File: src/rtl/multi_lane_read_buffer_pkg.sv
// Shared definitions for the multi-lane read buffer: FSM encoding and LANES legality.
package multi_lane_read_buffer_pkg;

  typedef enum logic {
    IDLE = 1'b0,
    READ = 1'b1
  } state_e;

  // Bit n set means LANES == n is supported.
  localparam logic [7:0] LEGAL_LANES_MASK = 8'b0001_0110;

  function automatic bit lanes_legal(input int lanes);
    return (lanes >= 1) && (lanes <= 7) && LEGAL_LANES_MASK[lanes[2:0]];
  endfunction

endpackage

File: src/rtl/multi_lane_read_buffer.sv
// Captures read_count bits from LANES serial lines, one LANES-bit slice per read_sig strobe,
// and publishes the right-aligned word on data_out only when the capture completes.
module multi_lane_read_buffer
  import multi_lane_read_buffer_pkg::*;
#(
  parameter int BUF_SIZE  = 8,
  parameter int LANES     = 1,
  parameter bit LSB_FIRST = 1'b0
) (
  input  logic                            sys_clk,
  input  logic                            rst,
  input  logic                            start,
  input  logic                            abort,
  input  logic                            read_sig,
  input  logic [LANES-1:0]                in_lines,
  input  logic [$clog2(BUF_SIZE+1)-1:0]   read_count,
  output logic [BUF_SIZE-1:0]             data_out,
  output logic                            done_sig,
  output logic [$clog2(BUF_SIZE+1)-1:0]   bit_count,
  output logic                            err_sig
);

  localparam int CW = $clog2(BUF_SIZE + 1);
  localparam logic [CW-1:0] MAX_COUNT = CW'(BUF_SIZE);
  localparam logic [CW-1:0] LANE_STEP = CW'(LANES);

  generate
    if (!lanes_legal(LANES) || (BUF_SIZE < LANES)) begin : g_bad_params
      $error("multi_lane_read_buffer: LANES must be 1, 2 or 4 and must not exceed BUF_SIZE");
    end
  endgenerate

  state_e              state_q, state_d;
  logic [CW-1:0]       count_q, count_d;
  logic [CW-1:0]       bit_count_q, bit_count_d;
  logic [BUF_SIZE-1:0] shift_q, shift_d;
  logic [BUF_SIZE-1:0] data_q, data_d;
  logic                err_q, err_d;

  logic [BUF_SIZE-1:0] lane_word;
  logic [BUF_SIZE-1:0] shift_next;
  logic [CW-1:0]       bits_next;
  logic                count_ok;

  // A strobe's lanes form one LANES-bit slice with in_lines[k] at relative weight k.
  assign lane_word = BUF_SIZE'(in_lines);
  assign bits_next = bit_count_q + LANE_STEP;

  generate
    if (LSB_FIRST) begin : g_lsb_first
      assign shift_next = shift_q | (lane_word << bit_count_q);
    end else begin : g_msb_first
      assign shift_next = (shift_q << LANES) | lane_word;
    end
  endgenerate

  assign count_ok = (read_count != '0)
                 && (read_count <= MAX_COUNT)
                 && ((read_count % LANE_STEP) == '0);

  always_comb begin
    state_d     = state_q;
    count_d     = count_q;
    bit_count_d = bit_count_q;
    shift_d     = shift_q;
    data_d      = data_q;
    err_d       = err_q;

    case (state_q)
      IDLE: begin
        if (start) begin
          if (count_ok) begin
            count_d     = read_count;
            bit_count_d = '0;
            shift_d     = '0;
            err_d       = 1'b0;
            state_d     = READ;
          end else begin
            err_d = 1'b1;
          end
        end
      end

      READ: begin
        // Abort takes priority even over the strobe that would complete the word.
        if (abort) begin
          state_d = IDLE;
        end else if (read_sig) begin
          shift_d     = shift_next;
          bit_count_d = bits_next;
          if (bits_next == count_q) begin
            data_d  = shift_next;
            state_d = IDLE;
          end
        end
      end

      default: state_d = IDLE;
    endcase
  end

  always_ff @(posedge sys_clk or negedge rst) begin
    if (!rst) begin
      state_q     <= IDLE;
      count_q     <= '0;
      bit_count_q <= '0;
      shift_q     <= '0;
      data_q      <= '0;
      err_q       <= 1'b0;
    end else begin
      state_q     <= state_d;
      count_q     <= count_d;
      bit_count_q <= bit_count_d;
      shift_q     <= shift_d;
      data_q      <= data_d;
      err_q       <= err_d;
    end
  end

  assign data_out  = data_q;
  assign done_sig  = (state_q == IDLE);
  assign bit_count = bit_count_q;
  assign err_sig   = err_q;

endmodule

File: config.mk
export PLATFORM = sky130hd
export DESIGN_NAME = multi_lane_read_buffer
export DESIGN_NICKNAME = d
export VERILOG_FILES = /design/src/rtl/multi_lane_read_buffer_pkg.sv /design/src/rtl/multi_lane_read_buffer.sv
export SDC_FILE = /design/constraint.sdc
export NUM_CORES = 1
export LEC_CHECK = 0
export CORE_ASPECT_RATIO = 1.5
export CORE_MARGIN = 8
export CORE_UTILIZATION = 35
export DETAILED_ROUTE_END_ITERATION = 10
export SYNTH_ARGS = -nofsm -noshare
export SYNTH_HDL_FRONTEND = slang
export SYNTH_SLANG_ARGS = --single-unit
File: constraint.sdc
create_clock -name sys_clk -period 2.7 [get_ports sys_clk]
set_clock_uncertainty 0.15 [all_clocks]
set_input_delay 0.675 -clock sys_clk [delete_from_list [all_inputs] [get_ports sys_clk]]
set_output_delay 0.675 -clock sys_clk [all_outputs]
set_load 0.05 [all_outputs]
==> flow_metrics.py <==
metrics = {
    "clock_network": {
        "clock_latency_ns": 0.26,
        "cts_root_buffer": "clkbuf_8",
        "clk_pin_slew_worst_paths_ns": 0.08,
        "postCtsResizedCells": 0,
        "cts_buffer_depth": 2,
        "cts.sinks": 25,
        "postCtsSetupRepairBufs": 0,
        "cts_max_level": 1,
        "cts_buffers": 3,
        "holdBufCountCts": 0,
        "cts_tree": "yes",
    },
    "logic_synthesis": {
        "ys_types": 25,
        "synth-seq-cells": 25,
        "yosysSeqAreaShare": 0.5794,
        "yosysWarnings": 0,
        "synth_top_area_frac": 0.5794,
        "synth_most_common_cell": "dfrtp_1",
        "yosys-top-cells-area": "dfrtp_1 (58%), mux2_2 (13%), a22o_1 (6.5%)",
        "yosysTopAreaCell": "dfrtp_1",
        "syn_area_um2": 1080,
        "synth-async-reset-ratio": 1.000,
        "syn-instance-count": 80,
        "synth-main-ff-cell": "dfrtp_1",
        "synthTopCellsByCount": "dfrtp_1 (25), mux2_2 (12), a22o_1 (8)",
        "syn_avg_cell_area_um2": 13.50,
        "syn_nets": 91,
        "synth-edff-count": 0,
    },
    "route": {
        "firstDrtPassIters": 3,
        "viasPerCell": 4.884,
        "vias": 713,
        "remaining_drc_errors": 0,
        "avgRoutedWirePerCell_um": 14.36,
        "ant_nets": 0,
        "wirelength_um": 2097,
        "drtIter0Drc": 9,
    },
    "timing": {
        "fmax_mhz": 413.1,
        "hold_violations": 0,
        "finalMaxSlewViolations": 0,
        "setup_viol": 0,
        "worst_pin_slew_ns": 0.5119,
        "period_needed_ns": 2.421,
        "rsz0062_at_grt": "no",
        "slew-limit-headroom": 0.6577,
        "setup_tns_ns": 0,
        "whs_ns": 0.3614,
        "finalCritPeriodShare": 0.8966,
    },
    "status": {
        "status": "finished clean",
    },
    "cells_and_area": {
        "multi_input_area_um2": 437.9,
        "seq_area_um2": 625.6,
        "n_fill_cell": 302,
        "final_layout_size_suffix_gt1_frac": 0.2056,
        "fin_nets": 119,
        "n_antenna_cell": 0,
        "final_area_um2": 1415,
        "syn_to_final_growth_pct": 31.05,
    },
    "place": {
        "io_buffer_count": 23,
        "placed_cell_area_um2": 1369,
        "place.gp.congestion": 0.7172,
        "dp_hpwl_um": 1563,
    },
    "setup_path": {
        "end_kind": "primary output",
        "worstSetupStartpoint": "state_q$_DFF_PN0_",
        "required_ns": 1.88,
        "criticalPathCategory": "reg2out",
        "crit_fanout": 5,
        "r2r-end": "data_out[0]$_DFFE_PN0P_",
        "r2r_cells": 5,
        "critPathLaunchType": "flop",
        "critPathArrivalTime_ns": 1.60,
        "cp-endpoint": "done_sig",
        "crit-reg2reg-launch": "bit_count[0]$_DFFE_PN0P_",
        "rrSetupSlack_ns": 0.50,
    },
    "floorplanning": {
        "die_area_um2": 5155,
        "rows": 24,
        "dieHeight_um": 84.03,
        "ios": 24,
        "die_x_um": 61.35,
        "core_um2": 2913,
        "start_util": 0.3707,
    },
    "grt": {
        "globalRouteOverflowTotal": 0,
        "grt_pass1_wl_um": 3608,
        "grt_max_degree": 26,
        "grt_pass1_vias": 794,
        "grtUsageTotal": 0.09069,
        "antenna_found_initial": 0,
    },
    "power_and_ir_drop": {
        "powerDensity_nw_per_um2": 689.6,
        "ir_drop_mv": 0.4574,
        "leakage_nw": 0.6385,
    },
    "flow_run": {
        "maxCapViolCount": 0,
    },
    "hold_path": {
        "hold_path.class": "reg2reg",
    },
}
-- cell type report --
class | instances | area share
multi-input cells | 51 | 0.3095
repair buffers | 26 | 0.1786
flip-flops and latches | 25 | 0.4421
clock buffers | 3 | 0.02918
inverters | 1 | 0.002653
clock inverters | 1 | 0.003537
well taps | 39 | 0.03448
-- layer usage --
layer | GRT usage | wire length [um] | vias up | part of all wire
met3 | 0.02469 | 94 | 5 | 0.045
met4 | 0.04375 | 46 | 0 | 0.022
li1 | - | - | 342 | -
met1 | 0.1079 | 928 | 353 | 0.44
met2 | 0.1424 | 1028 | 13 | 0.49
met5 | 0 | 0 | - | 0
-- cells in the final DEF, fill, tap and decap left out --
cell and n:
nor3_4 1, xnor2_1 3, mux2_2 12, nand2_1 4
clkinv_2 1, nand2b_1 1, o22ai_2 1, o21a_1 1
a22o_1 8, nor2_1 2, clkdlybuf4s50_1 23, ha_1 1
xnor3_1 1, nand3_1 1, clkbuf_8 3, nor2b_1 2
o21ba_2 1, xor2_1 2, o31ai_1 1, a21oi_1 4
o22a_1 1, buf_4 3, and3b_1 1, a31oi_1 1
nor3_1 2, inv_1 1, dfrtp_1 25
-- power breakdown --
part           internal (mW)  switching, mW
Sequential             0.418         0.0364
Combinational          0.126          0.178
Clock                  0.103          0.114
-- how the worst min path moves through the flow --
stage	startpoint	to	slack (ns)	depth (start not counted)
2_1_floorplan	rst	bit_count[0]$_DFFE_PN0P_	0.23	0
3_5_place_dp	shift_q[6]$_DFFE_PN0P_	shift_q[6]$_DFFE_PN0P_	0.34	1
4_1_cts	shift_q[6]$_DFFE_PN0P_	shift_q[6]$_DFFE_PN0P_	0.36	1
6_report	data_out[6]$_DFFE_PN0P_	data_out[6]$_DFFE_PN0P_	0.36	1
3_3_place_gp	err_sig$_DFFE_PN0P_	err_sig$_DFFE_PN0P_	0.33	1
5_1_grt	shift_q[6]$_DFFE_PN0P_	shift_q[6]$_DFFE_PN0P_	0.37	1
-- metrics by stage --
step	worst slack (ns)	total power, mW	utilization	std cells
2_1_floorplan	0.4352	0.6627	-	80
3_3_place_gp	0.1938	0.7657	0.4699	142
3_5_place_dp	0.2037	0.7689	0.4699	142
4_1_cts	0.2620	0.9904	0.4858	146
5_1_grt	0.2383	1.027	0.4858	146
6_report	0.2793	0.9759	0.4858	146
-- kinds of logic (layout without fill, tap and decap cells) --
kind of cell	after synthesis	count (layout)	share of synthesized area
DFF	25	25	0.5794
AOI/OAI and AO/OA	18	18	0.1321
and+or+nand+nor	14	14	0.07532
muxes	12	12	0.1251
xor gates and xnor gates	6	6	0.06142
buffers and inverters	4	31	0.01506
adders and majority gates	1	1	0.01159
-- flip-flops by register name (all words and copies together), names as in the netlist --
name	count
shift_q	7
data_out	8
bit_count	4
count_q	4
err_sig	1
state_q	1
-- critical path, cell delays in order (launching register included) --
cell             delay [ns]
dfrtp_1                0.44
inv_1                  0.09
clkdlybuf4s50_1        0.80
(Power assumes the default switching activity.)
